`config.mk`:
```
export PLATFORM = sky130hd
export DESIGN_NAME = spi_flash_master
export DESIGN_NICKNAME = d
export VERILOG_FILES = /design/src/rtl/spi_flash_pkg.sv /design/src/rtl/spi_sck_gen.sv /design/src/rtl/spi_flash_master.sv
export SDC_FILE = /design/constraint.sdc
export NUM_CORES = 1
export LEC_CHECK = 0
export ABC_CLOCK_PERIOD_IN_PS = 4300
export BUFFER_PORTS_ARGS = -buffer_cell sky130_fd_sc_hd__buf_2
export CELL_PAD_IN_SITES_DETAIL_PLACEMENT = 1
export CELL_PAD_IN_SITES_GLOBAL_PLACEMENT = 1
export CORE_MARGIN = 3
export CORE_UTILIZATION = 48
export DETAILED_ROUTE_END_ITERATION = 8
export GPL_ROUTABILITY_DRIVEN = 0
export PLACE_DENSITY_LB_ADDON = 0.1
export SYNTH_ARGS = -nofsm -noshare
export SYNTH_HDL_FRONTEND = slang
export SYNTH_HIERARCHICAL = 1
export SYNTH_SLANG_ARGS = --single-unit
```
`constraint.sdc`:
```
create_clock -name clk -period 4.3 [get_ports clk]
set_clock_uncertainty 0.15 [all_clocks]
set_input_delay 0.86 -clock clk [delete_from_list [all_inputs] [get_ports clk]]
set_output_delay 0.86 -clock clk [all_outputs]
set_load 0.01 [all_outputs]
```
`src/rtl/spi_flash_pkg.sv`:
```
// Shared constants and FSM encoding for the single-byte SPI flash initiator.
package spi_flash_pkg;

  localparam logic [7:0] CMD_READ  = 8'h03;
  localparam logic [7:0] CMD_WRITE = 8'h02;

  localparam int unsigned DefClkDiv = 2;
  localparam int unsigned DefAddrW  = 8;

  typedef enum logic [2:0] {
    StIdle,
    StSetup,
    StShift,
    StHold,
    StDone
  } state_e;

endpackage

```
`src/rtl/spi_sck_gen.sv`:
```
// Half-period counter: one-cycle rise/fall strobes and the registered SPI clock (mode 0).
module spi_sck_gen
  import spi_flash_pkg::*;
#(
  parameter int unsigned CLK_DIV = DefClkDiv
) (
  input  logic clk_i,
  input  logic rst_ni,
  input  logic en_i,
  input  logic active_i,
  output logic tick_o,
  output logic rise_en_o,
  output logic fall_en_o,
  output logic sck_o
);

  localparam int unsigned CntW = $clog2(CLK_DIV + 1);
  localparam logic [CntW-1:0] CntMax = CntW'(CLK_DIV - 1);

  logic [CntW-1:0] cnt_q, cnt_d;
  logic            sck_q, sck_d;

  // tick marks the end of every half period; SCK only moves while active (SHIFT).
  always_comb begin
    tick_o    = en_i && (cnt_q == CntMax);
    rise_en_o = tick_o && active_i && !sck_q;
    fall_en_o = tick_o && active_i && sck_q;
    cnt_d     = '0;
    sck_d     = 1'b0;
    if (en_i) begin
      cnt_d = tick_o ? '0 : cnt_q + CntW'(1);
      sck_d = rise_en_o ? 1'b1 : (fall_en_o ? 1'b0 : sck_q);
    end
  end

  always_ff @(posedge clk_i or negedge rst_ni) begin
    if (!rst_ni) begin
      cnt_q <= '0;
      sck_q <= 1'b0;
    end else begin
      cnt_q <= cnt_d;
      sck_q <= sck_d;
    end
  end

  assign sck_o = sck_q;

endmodule

```
`src/rtl/spi_flash_master.sv`:
```
// SPI mode-0 initiator running one READ/WRITE frame {cmd, addr, data} per start request.
module spi_flash_master
  import spi_flash_pkg::*;
#(
  parameter int unsigned CLK_DIV = DefClkDiv,
  parameter int unsigned ADDR_W  = DefAddrW
) (
  input  logic              clk,
  input  logic              RESET,
  input  logic              start,
  input  logic              wr,
  input  logic [ADDR_W-1:0] addr,
  input  logic [7:0]        wdata,
  output logic [7:0]        rdata,
  output logic              busy,
  output logic              done,
  output logic              SCK,
  output logic              S,
  output logic              MOSI,
  input  logic              MISO,
  output logic              W_ENABLE
);

  localparam int unsigned N     = 16 + ADDR_W;
  localparam int unsigned BitW  = $clog2(N);
  localparam int unsigned HoldW = $clog2(CLK_DIV + 1);
  localparam logic [BitW-1:0]  LastBit = BitW'(N - 1);
  localparam logic [HoldW-1:0] HoldMax = HoldW'(CLK_DIV - 1);

  state_e            state_q, state_d;
  logic [N-1:0]      tx_q, tx_d;
  logic [7:0]        rx_q, rx_d;
  logic [7:0]        rdata_q, rdata_d;
  logic [BitW-1:0]   bit_q, bit_d;
  logic [HoldW-1:0]  hold_q, hold_d;
  logic              wr_q, wr_d;
  logic              s_q, s_d;
  logic              busy_q, busy_d;
  logic              done_q, done_d;
  logic              mosi_q, mosi_d;
  logic              wen_q, wen_d;
  logic              sck_en, tick, rise_en, fall_en;

  assign sck_en = (state_q == StSetup) || (state_q == StShift);

  spi_sck_gen #(
    .CLK_DIV(CLK_DIV)
  ) u_sck_gen (
    .clk_i    (clk),
    .rst_ni   (RESET),
    .en_i     (sck_en),
    .active_i (state_q == StShift),
    .tick_o   (tick),
    .rise_en_o(rise_en),
    .fall_en_o(fall_en),
    .sck_o    (SCK)
  );

  always_comb begin
    state_d = state_q;
    tx_d    = tx_q;
    rx_d    = rx_q;
    rdata_d = rdata_q;
    bit_d   = bit_q;
    hold_d  = hold_q;
    wr_d    = wr_q;
    s_d     = s_q;
    busy_d  = busy_q;
    done_d  = 1'b0;
    mosi_d  = mosi_q;
    wen_d   = wen_q;
    unique case (state_q)
      StIdle: begin
        if (start) begin
          tx_d    = {(wr ? CMD_WRITE : CMD_READ), addr, (wr ? wdata : 8'h00)};
          wr_d    = wr;
          s_d     = 1'b0;
          busy_d  = 1'b1;
          wen_d   = wr;
          mosi_d  = tx_d[N-1];
          bit_d   = '0;
          state_d = StSetup;
        end
      end
      StSetup: begin
        if (tick) state_d = StShift;
      end
      StShift: begin
        if (rise_en) rx_d = {rx_q[6:0], MISO};
        if (fall_en) begin
          if (bit_q == LastBit) begin
            mosi_d  = 1'b0;
            hold_d  = '0;
            state_d = StHold;
          end else begin
            tx_d   = tx_q << 1;
            mosi_d = tx_q[N-2];
            bit_d  = bit_q + BitW'(1);
          end
        end
      end
      StHold: begin
        if (hold_q == HoldMax) begin
          s_d     = 1'b1;
          wen_d   = 1'b0;
          busy_d  = 1'b0;
          done_d  = 1'b1;
          // Earlier MISO bits have already fallen off the 8-bit receive register.
          if (!wr_q) rdata_d = rx_q;
          state_d = StDone;
        end else begin
          hold_d = hold_q + HoldW'(1);
        end
      end
      StDone: state_d = StIdle;
      default: state_d = StIdle;
    endcase
  end

  always_ff @(posedge clk or negedge RESET) begin
    if (!RESET) begin
      state_q <= StIdle;
      tx_q    <= '0;
      rx_q    <= '0;
      rdata_q <= '0;
      bit_q   <= '0;
      hold_q  <= '0;
      wr_q    <= 1'b0;
      s_q     <= 1'b1;
      busy_q  <= 1'b0;
      done_q  <= 1'b0;
      mosi_q  <= 1'b0;
      wen_q   <= 1'b0;
    end else begin
      state_q <= state_d;
      tx_q    <= tx_d;
      rx_q    <= rx_d;
      rdata_q <= rdata_d;
      bit_q   <= bit_d;
      hold_q  <= hold_d;
      wr_q    <= wr_d;
      s_q     <= s_d;
      busy_q  <= busy_d;
      done_q  <= done_d;
      mosi_q  <= mosi_d;
      wen_q   <= wen_d;
    end
  end

  assign rdata    = rdata_q;
  assign busy     = busy_q;
  assign done     = done_q;
  assign S        = s_q;
  assign MOSI     = mosi_q;
  assign W_ENABLE = wen_q;

endmodule

```
* After elaboration in Yosys (flattened, before gate mapping)
Cells that the tools add are included.
** Cells by class
- Add/sub/neg operators :: 3
- Bitwise operators :: 1
- Reduce and logical (&&, ||, !) cells :: 18
- Equality and inequality tests :: 14
- Muxes and demuxes :: 39
** Operators with widths (number)
- $mux W23 :: 3
- $pmux W23 S2 :: 1
- $mux W3 :: 5
- $mux W5 :: 3
- $mux W1 :: 14
- $ne A2 B2 Y1 const B :: 7
- $pmux W3 S4 :: 1
- $mux W2 :: 5
- $pmux W5 S2 :: 1
- $reduce_and A3 Y1 :: 3
- $mux W8 :: 1
- $pmux W1 S2 :: 4
- $reduce_and A4 Y1 :: 2
- $eq A3 B2 Y1 const B :: 2
- $reduce_bool A2 Y1 :: 3
- $add A5 B1 Y5 const B :: 1
- $eq A5 B5 Y1 const B :: 1
- $reduce_and A5 Y1 :: 1
- $add A2 B1 Y2 const B :: 2
- $eq A2 B1 Y1 const B :: 2
- $logic_and A1 B1 Y1 :: 4
- $pmux W2 S2 :: 1
- $reduce_and A2 Y1 :: 2
- $eq A3 B1 Y1 const B :: 1
- other kinds (5) :: 5
** Word-level totals
- Output and inout bits :: 14
- Bits of input ports :: 21
- Register bits :: 58

* Longest topological paths before layout
Gate-level depths: netlist of run 1.
- Word-level depth :: 8
- Depth in mapped cells :: 11
- Gate-level depth less buffers :: 8

* Cells and area by module
The synthesis of run 1 kept the hierarchy.
** Modules (own cells, without submodules)
- spi_flash_master :: area each 2442.3 um^2, cells each 221, instances 1
- spi_sck_gen :: area each 140.1 um^2, cells each 12, instances 1

* Least setup slack after synthesis of run 1
Ideal clock, no wire load.
- Kind :: register to register
- Start point :: register state_q[0]
- End point :: register bit_q[1]
- Clock period less this slack :: 2.317 ns
- Required time :: 4.029 ns
- Setup slack :: 1.983 ns
- Setup time :: 0.121 ns
- Buffers on the path :: 5
- Arrival :: 2.046 ns
- Cell stages (with the launch flop) :: 11
- Cells stage by stage :: dfrtp_1 > buf_4 > or3b_4 > clkinv_4 > buf_4 > and3_1 > clkbuf_1 > and3_1 > buf_4 > buf_6 > o21ai_1
** On the way
- Longest elaborated chain between the ends :: 7
- Elaborated cells between the ends (all ways) :: 13
** RTL lines
- start: declaration :: RTL line spi_flash_master.sv:30 : state_e state_q, state_d;
- start signal: assignment :: RTL line spi_flash_master.sv:122 : state_q <= StIdle;
- start signal: assignment :: RTL line spi_flash_master.sv:135 : state_q <= state_d;
- $eq A3 B1 Y1 / $eq A3 B2 Y1 (equally long branches) :: RTL line spi_flash_master.sv:44, spi_flash_master.sv:52
- $logic_or A1 B1 Y1 :: RTL line spi_flash_master.sv:44 : assign sck_en = (state_q == StSetup) || (state_q == StShift);
- $logic_and A1 B1 Y1 :: RTL line spi_sck_gen.sv:25 : tick_o = en_i && (cnt_q == CntMax);
- $logic_and A1 B1 Y1 * (2 in a row) :: RTL line spi_sck_gen.sv:27 : fall_en_o = tick_o && active_i && sck_q;
- net fall_en :: RTL line spi_flash_master.sv:42 : logic sck_en, tick, rise_en, fall_en;
- $ne A2 B2 Y1 (no source line) *
- $reduce_and A4 Y1 (no source line) *
- end signal: assignment :: RTL line spi_flash_master.sv:139 : bit_q <= bit_d;
- end: declaration :: RTL line spi_flash_master.sv:34 : logic [BitW-1:0] bit_q, bit_d;
The timed path passes the listed nets; every way through them passes the cells marked *.
A chain may end at the register's enable or synchronous reset.

* Worst setup path in the final report of run 1
- Start point :: register state_q[1]
- End point :: register tx_q[17]
** On the way
- Longest elaborated chain between the ends :: 7
- Elaborated cells between the ends (all ways) :: 13
** RTL lines
- $eq A3 B1 Y1 / $eq A3 B2 Y1 (equally long branches) :: RTL line spi_flash_master.sv:44, spi_flash_master.sv:52
- $logic_or A1 B1 Y1 :: RTL line spi_flash_master.sv:44
- $logic_and A1 B1 Y1 :: RTL line spi_sck_gen.sv:25
- $logic_and A1 B1 Y1 * (2 in a row) :: RTL line spi_sck_gen.sv:27
- net fall_en :: RTL line spi_flash_master.sv:42
- $ne A2 B2 Y1 (no source line) *
- $reduce_and A4 Y1 (no source line) *
- end signal: assignment :: RTL line spi_flash_master.sv:136 : tx_q <= tx_d;
- end: declaration :: RTL line spi_flash_master.sv:31 : logic [N-1:0] tx_q, tx_d;
Marked as above.

==> implementation parameters, run 1 <==
Parameter                              Value

Clock tree
  CTS Root Buffer Type    clkbuf_8
  Cells resized by post-CTS repair    0
  Max Buffers Root-to-Sink    2
  H-tree depth reported by CTS    3
  Number of clock sinks seen by CTS    58
  TritonCTS buffer count    9
  Clock slew seen by the registers of the worst setup and hold paths    0.06 ns
  Post CTS Setup Buffer Count    0
  Clock Latency Late Sink    0.33 ns
  Hold buffers post-CTS    0
  TritonCTS clock tree    yes

Hold path
  Path type of the worst min-delay path    reg2reg
  WHS Path Cells    2

Timing
  Unrepaired setup endpoints after global routing    no
  Setup Total Neg Slack    0 ns
  Number of hold violations in the final report    0
  Worst-Margin Slew    0.874 ns
  Final setup violation count    0
  Final critical-path required period    2.75 ns
  Relative slew slack    41.7%
  Number of max-slew violations in the final report    0
  Max frequency    363 MHz
  Slack of the critical path    1.55 ns
  Tcrit/Tclk final    64.1%

Floorplanning
  Vertical die dimension    79.4 um
  Floorplan row count    26
  Ports    35
  Area of the die    0.00630 mm^2
  Die width    79.4 um
  Starting density of the core    50.2%
  Placeable core area    0.00514 mm^2

Run
  Max-cap violations    0

Global route
  Antenna violations before repair    0
  Largest net degree at the start of global routing    40
  Vias in the first global route    1886
  Final global-route overflow total    0
  Global-route usage over all layers    18.9%
  First-pass GRT wire length    9.10 mm

Routing
  Post-Route WL    5.21 mm
  Pre-Repair DR Iteration Count    4
  Starting DRT DRC Count    67
  Final antenna-violating net count    0
  Average routed wire per standard cell    15.3 um
  Number of vias per cell    5.26
  Remaining design rule violation count    0
  Via count    1794

Yosys
  Number of enable flip-flop cells after synthesis    0
  Share of async-settable or async-resettable flops after synthesis    100%
  Yosys cell types    39
  Synthesized Nets    256
  Mapped Area    0.00258 mm^2
  Share of the yosys chip area belonging to registers    56.3%
  Number of warning messages in the yosys log    6
  Most used flip-flop cell after synthesis    dfrtp_1
  Leading cell types by total area after synthesis    dfrtp_1 55%, mux2_2 8.3%, nand2_1 5.8%
  Area share of the leading cell type in the synthesized netlist    55.2%
  Cell count after synthesis    233
  Largest area contributor in the netlist    dfrtp_1
  Register bit count reported by yosys    58
  Per-instance average area after synthesis    11.1 um^2

Setup path
  Worst path required time    4.33 ns
  CP Class    reg2reg
  Stage delay of the slowest cell on the critical path    0.60 ns
  Endpoint type of the worst setup path    flop
  Number of logic stages on the critical path including buffering    5
  Startpoint kind of the worst setup timing path    flop
  Cell-by-cell listing of the critical path    or3b_4, clkinv_4, and3_1, and3_1, o21ai_0
  Most common cell type on the critical path    and3_1
  Worst-path cell with the longest stage delay    and3_1
  Worst Path Max Fanout    26
  Top delay family on crit path    simple AND/OR/NAND/NOR gates
  Worst path bufs/invs    1
  Arrival time worst endpoint    2.78 ns
  Worst Reg2Reg Path Length in Cells    5

Pwr
  Static leakage    1.41 nW
  Total power divided by cell area    587 mW/mm^2
  Net Sw Frac    33.4%
  Clock network power share    24.8%
  Logic pwr share    26.6%
  Peak supply drop    0.304 mV
  Overall Power    1.72 mW
  Cell-internal power    1.14 mW
  Switching power total    0.573 mW
  Sequential group share of total power    48.6%

Outcome
  Result of the run    completed

Finish
  Layout overhead on the synthesized area    13.3%
  Layout Nets    289
  Number of antenna cells inserted    0
  Ratio of cells with drive above 1 in the final layout    28.4%
  Area of combinational cells with multiple inputs    0.00102 mm^2
  Register area    0.00145 mm^2
  Filler Cell Count    587

Placed design
  Total of buffers placed on input and output ports    34
  Post-place setup slack    1.53 ns
  HPWL reported at the end of detailed placement    3.56 mm
## synth_stat cells, drive strengths merged (3+ instances only)
cell type / n
a21oi: 11
a31oi: 4
and3: 9
buf: 10
clkbuf: 3
dfrtp: 57
inv: 4
mux2: 19
mux2i: 8
nand2: 40
nor2: 9
o21ai: 28
## tightest hold or removal path: stages (launching register included)
cell and delay [ns]:
dfrtp_1 0.34, nand2_1 0.05, o21ai_0 0.06
## cells by family after synthesis
| family | count (synthesis) | synth area share (%) |
|---|---|---|
| AO/OA/AOI/OAI | 52 | 11.7 |
| buffers and inverters | 18 | 4.26 |
| flip-flops | 58 | 56.3 |
| XOR/XNOR | 1 | 0.339 |
| adder cells (fa/ha/maj) | 2 | 0.969 |
| AND/OR/NAND/NOR | 75 | 15.1 |
| multiplexers | 27 | 11.4 |
## cell usage in the layout, fill, tap and decap left out, types with 2 or more instances in the layout
cell and instances:
a21oi_1 11, a31oi_1 3, and3_1 9, and3b_2 2, buf_2 34, clkbuf_1 3
clkbuf_8 10, clkinv_2 3, dfrtp_1 57, ha_1 2, inv_1 4, mux2_2 19
mux2i_1 8, nand2_1 40, nand3_1 2, nand3b_1 2, nand4_1 2, nand4b_1 2
nor2_1 8, o211ai_1 2, o21ai_0 20, o21ai_1 8, o22ai_1 2, o31ai_1 2
## flip-flops by register name, indices dropped and copies added, names as in the netlist, 2 cells and up
signal,flops
rx_q,8
u_sck_gen/cnt_q,2
bit_q,5
hold_q,2
state_q,3
tx_q,23
rdata,8
## final timing paths
| check | from | end | slack, ns |
|---|---|---|---|
| setup / recovery | state_q[1] | tx_q[17] | 1.55 |
| hold / removal | tx_q[1] | tx_q[1] | 0.33 |
| setup reg to reg | state_q[1] | tx_q[17] | 1.55 |
| hold reg to reg | tx_q[1] | tx_q[1] | 0.33 |
| max in group asynchronous | RESET | state_q[1] | 2.71 |
| min in group asynchronous | RESET | hold_q[1] | 0.50 |
## power groups by stage
stage               clock network [mW]  registers (mW)  logic [mW]
finish                           0.426           0.834       0.456
global route                     0.466           0.862       0.526
CTS                              0.439           0.837       0.468
detailed placement                   0           0.843       0.465
global placement                     0           0.837       0.449
floorplan                            0           0.810       0.369
## cell type report
cell class | count | area share [%]
repair buffers | 35 | 6.07
well taps | 70 | 2.99
inverters | 5 | 0.813
flip-flops and latches | 58 | 49.7
clock buffers | 13 | 5.09
clock inverters | 3 | 0.513
multi-input cells | 157 | 34.9
## routing by layer
layer  share of wire [%]  GRT usage (%)  routed length, um
met5                   0              0                  0
met4                 1.6           8.76                 85
met3                 3.5           4.08                184
met2                  48           29.3               2500
met1                  47           25.4               2440
## metrics by stage
| step | utilization (%) | hold slack, ns | std cells | area, um^2 |
|---|---|---|---|---|
| 2_1_floorplan | - | 0.294 | 233 | 2580 |
| 3_3_place_gp | 53.7 | 0.310 | 325 | 2760 |
| 3_5_place_dp | 53.7 | 0.319 | 325 | 2760 |
| 4_1_cts | 56.9 | 0.336 | 341 | 2930 |
| 5_1_grt | 56.9 | 0.355 | 341 | 2930 |
| 6_report | 56.9 | 0.333 | 341 | 2930 |
Note: power is estimated with default switching activity, not from simulation.
==> run 2, diff against run 1 <==
Settings changed: ABC_CLOCK_PERIOD_IN_PS 4300 to 2200, CORE_UTILIZATION 48 to 40.
Clock period 4.3 ns to 2.2 ns, I/O delays scaled along.
==> run 2 against run 1 <==
- register-to-register slack got worse by 1.5 ns
- sequential power rose by 91%
- setup slack got worse by 1.5 ns
- combinational power grew 140%
- maximum frequency up 29%
- sequential cell count stayed put
- critical path type unchanged
- largest cell class unchanged
==> implementation parameters, run 2 (same netlist as run 1, synthesis figures left out) <==
Parameter                              Value

Floorplanning
  Vertical die dimension    86.4 um (was 79.4 um)
  Placeable core area    0.00610 mm^2 (was 0.00514 mm^2)
  Area of the die    0.00746 mm^2 (was 0.00630 mm^2)
  Floorplan row count    28 (was 26)
  Die width    86.4 um (was 79.4 um)
  Starting density of the core    42.4% (was 50.2%)
  Ports    35 (unchanged)

Pwr
  Net Sw Frac    30.5% (was 33.4%)
  Cell-internal power    2.72 mW (was 1.14 mW)
  Switching power total    1.19 mW (was 0.573 mW)
  Overall Power    3.91 mW (was 1.72 mW)
  Clock network power share    31.2% (was 24.8%)
  Peak supply drop    0.615 mV (was 0.304 mV)
  Sequential group share of total power    40.8% (was 48.6%)
  Static leakage    1.54 nW (was 1.41 nW)
  Total power divided by cell area    1230 mW/mm^2 (was 587 mW/mm^2)
  Logic pwr share    28.1% (was 26.6%)

Timing
  Tcrit/Tclk final    96.7% (was 64.1%)
  Worst-Margin Slew    0.489 ns (was 0.874 ns)
  Number of max-slew violations in the final report    0 (unchanged)
  Relative slew slack    67.4% (was 41.7%)
  Setup Total Neg Slack    0 ns (unchanged)
  Unrepaired setup endpoints after global routing    no (unchanged)
  Final setup violation count    0 (unchanged)
  Smallest hold slack    0.198 ns (was 0.333 ns)
  Max frequency    470 MHz (was 363 MHz)
  Number of hold violations in the final report    0 (unchanged)
  Final critical-path required period    2.13 ns (was 2.75 ns)

Clock tree
  TritonCTS buffer count    9 (unchanged)
  H-tree depth reported by CTS    3 (unchanged)
  Number of clock sinks seen by CTS    58 (unchanged)
  TritonCTS clock tree    yes (unchanged)
  Clock slew seen by the registers of the worst setup and hold paths    0.06 ns (about the same)
  Clock Latency Late Sink    0.33 ns (about the same)
  Max Buffers Root-to-Sink    2 (unchanged)
  CTS Root Buffer Type    clkbuf_8 (unchanged)

Finish
  Register with the most flip-flops    tx_q (unchanged)
  Highest-count cells in the layout ignoring fill and taps    57 x dfrtp_1, 40 x nand2_1, 34 x buf_2 (unchanged)
  Filler Cell Count    678 (was 587)
  Number of antenna cells inserted    0 (unchanged)
  Largest register FFs    23 (unchanged)
  Commonest non-fill, non-tap cell in the layout    dfrtp_1 (unchanged)
  Ratio of cells with drive above 1 in the final layout    33.2% (was 28.4%)
  Layout Nets    304 (was 289)
  Layout overhead on the synthesized area    22.9% (was 13.3%)

Setup path
  Stage delay of the slowest cell on the critical path    0.45 ns (was 0.60 ns)
  Worst-path cell with the longest stage delay    or3b_4 (was and3_1)
  Startpoint kind of the worst setup timing path    flop (unchanged)
  R2r startpoint    state_q[0] (was state_q[1])
  Endpoint type of the worst setup path    flop (unchanged)
  Top delay family on crit path    simple AND/OR/NAND/NOR gates (unchanged)
  Source of the critical timing path    state_q[0] (was state_q[1])
  Worst Path Max Fanout    8 (was 26)
  Worst path required time    2.27 ns (was 4.33 ns)
  Worst path bufs/invs    1 (unchanged)
  Cell-by-cell listing of the critical path    or3b_4, clkinv_4, nand4b_1, nor2_1, and2_1, mux2_2 (was or3b_4, clkinv_4, and3_1, and3_1, o21ai_0)
  CP Class    reg2reg (unchanged)
  Arrival time worst endpoint    2.20 ns (was 2.78 ns)

Routing
  Pre-Repair DR Iteration Count    4 (unchanged)
  Average routed wire per standard cell    15.6 um (was 15.3 um)
  Remaining design rule violation count    0 (unchanged)
  Post-Route WL    5.64 mm (was 5.21 mm)
  Starting DRT DRC Count    82 (was 67)
  Via count    1887 (was 1794)
  Final antenna-violating net count    0 (unchanged)
  Number of vias per cell    5.23 (was 5.26)

Run
  Max-cap violations    0 (unchanged)

Hold path
  Path type of the worst min-delay path    in2reg (was reg2reg)
  Hold Startpoint    MISO (was tx_q[1])

Placed design
  Total of buffers placed on input and output ports    34 (unchanged)
  HPWL reported at the end of detailed placement    3.81 mm (was 3.56 mm)

Global route
  Global-route usage over all layers    17.0% (was 18.9%)
  Final global-route overflow total    0 (unchanged)
  Largest net degree at the start of global routing    40 (unchanged)
  Vias in the first global route    2042 (was 1886)
  First-pass GRT wire length    9.75 mm (was 9.10 mm)
  Antenna violations before repair    0 (unchanged)

Outcome
  Result of the run    completed (unchanged)
==> run 2: layer usage <==
metal | global-route usage [%] | up-vias | wire length (um)
met4 | 5.52 | 0 | 46
met3 | 5.80 | 4 | 223
li1 | - | 907 | -
met5 | 0 | - | 0
met1 | 20.8 | 944 | 2520
met2 | 28.4 | 32 | 2860
==> run 2: what timing repair did <==
item                                   4_1_cts  5_1_grt
resized for setup                            0        1
endpoints found under the hold margin       19        0
setup endpoints to repair                    0        2
buffers inserted                             0        0
hold buffers                                 1        0
==> run 2: worst paths after layout <==
path                            to  slack (ns)  cells past startpoint
setup / recovery           rx_q[6]        0.07                      6
hold / removal             rx_q[0]        0.20                      2
setup reg to reg           rx_q[6]        0.07                      6
hold reg to reg               busy        0.32                      2
max in group asynchronous        S        0.82                      3
min in group asynchronous  rx_q[6]        0.46                      2
==> run 2: area by class of cell <==
| type | instances | area [um^2] | area share (%) |
|---|---|---|---|
| Clock buffer | 11 | 151 | 4.77 |
| Clock inverter | 5 | 100 | 3.15 |
| Inverter | 5 | 23.8 | 0.749 |
| Multi-Input combinational cell | 157 | 1020 | 32.2 |
| Sequential cell | 58 | 1450 | 45.8 |
| Tap cell | 75 | 93.8 | 2.96 |
| Timing Repair Buffer | 50 | 330 | 10.4 |
==> run 2: per-stage QoR <==
step | cell area [um^2] | instances | util (%) | setup slack (ns)
global placement | 2910 | 344 | 47.7 | 0.155
global route | 3170 | 361 | 52.1 | 0.0195
finish | 3170 | 361 | 52.1 | 0.0720
detailed placement | 2910 | 344 | 47.7 | 0.0852
floorplan | 2580 | 233 | - | 0.00219
CTS | 3170 | 361 | 52.0 | 0.0655
==> run 2: power by group through the flow <==
stage / clock network, mW / registers (mW) / logic (mW)
6_report: 1.22 / 1.59 / 1.10
5_1_grt: 1.31 / 1.64 / 1.24
4_1_cts: 1.26 / 1.60 / 1.12
3_5_place_dp: 0 / 1.61 / 1.10
3_3_place_gp: 0 / 1.59 / 1.07
2_1_floorplan: 0 / 1.58 / 0.721
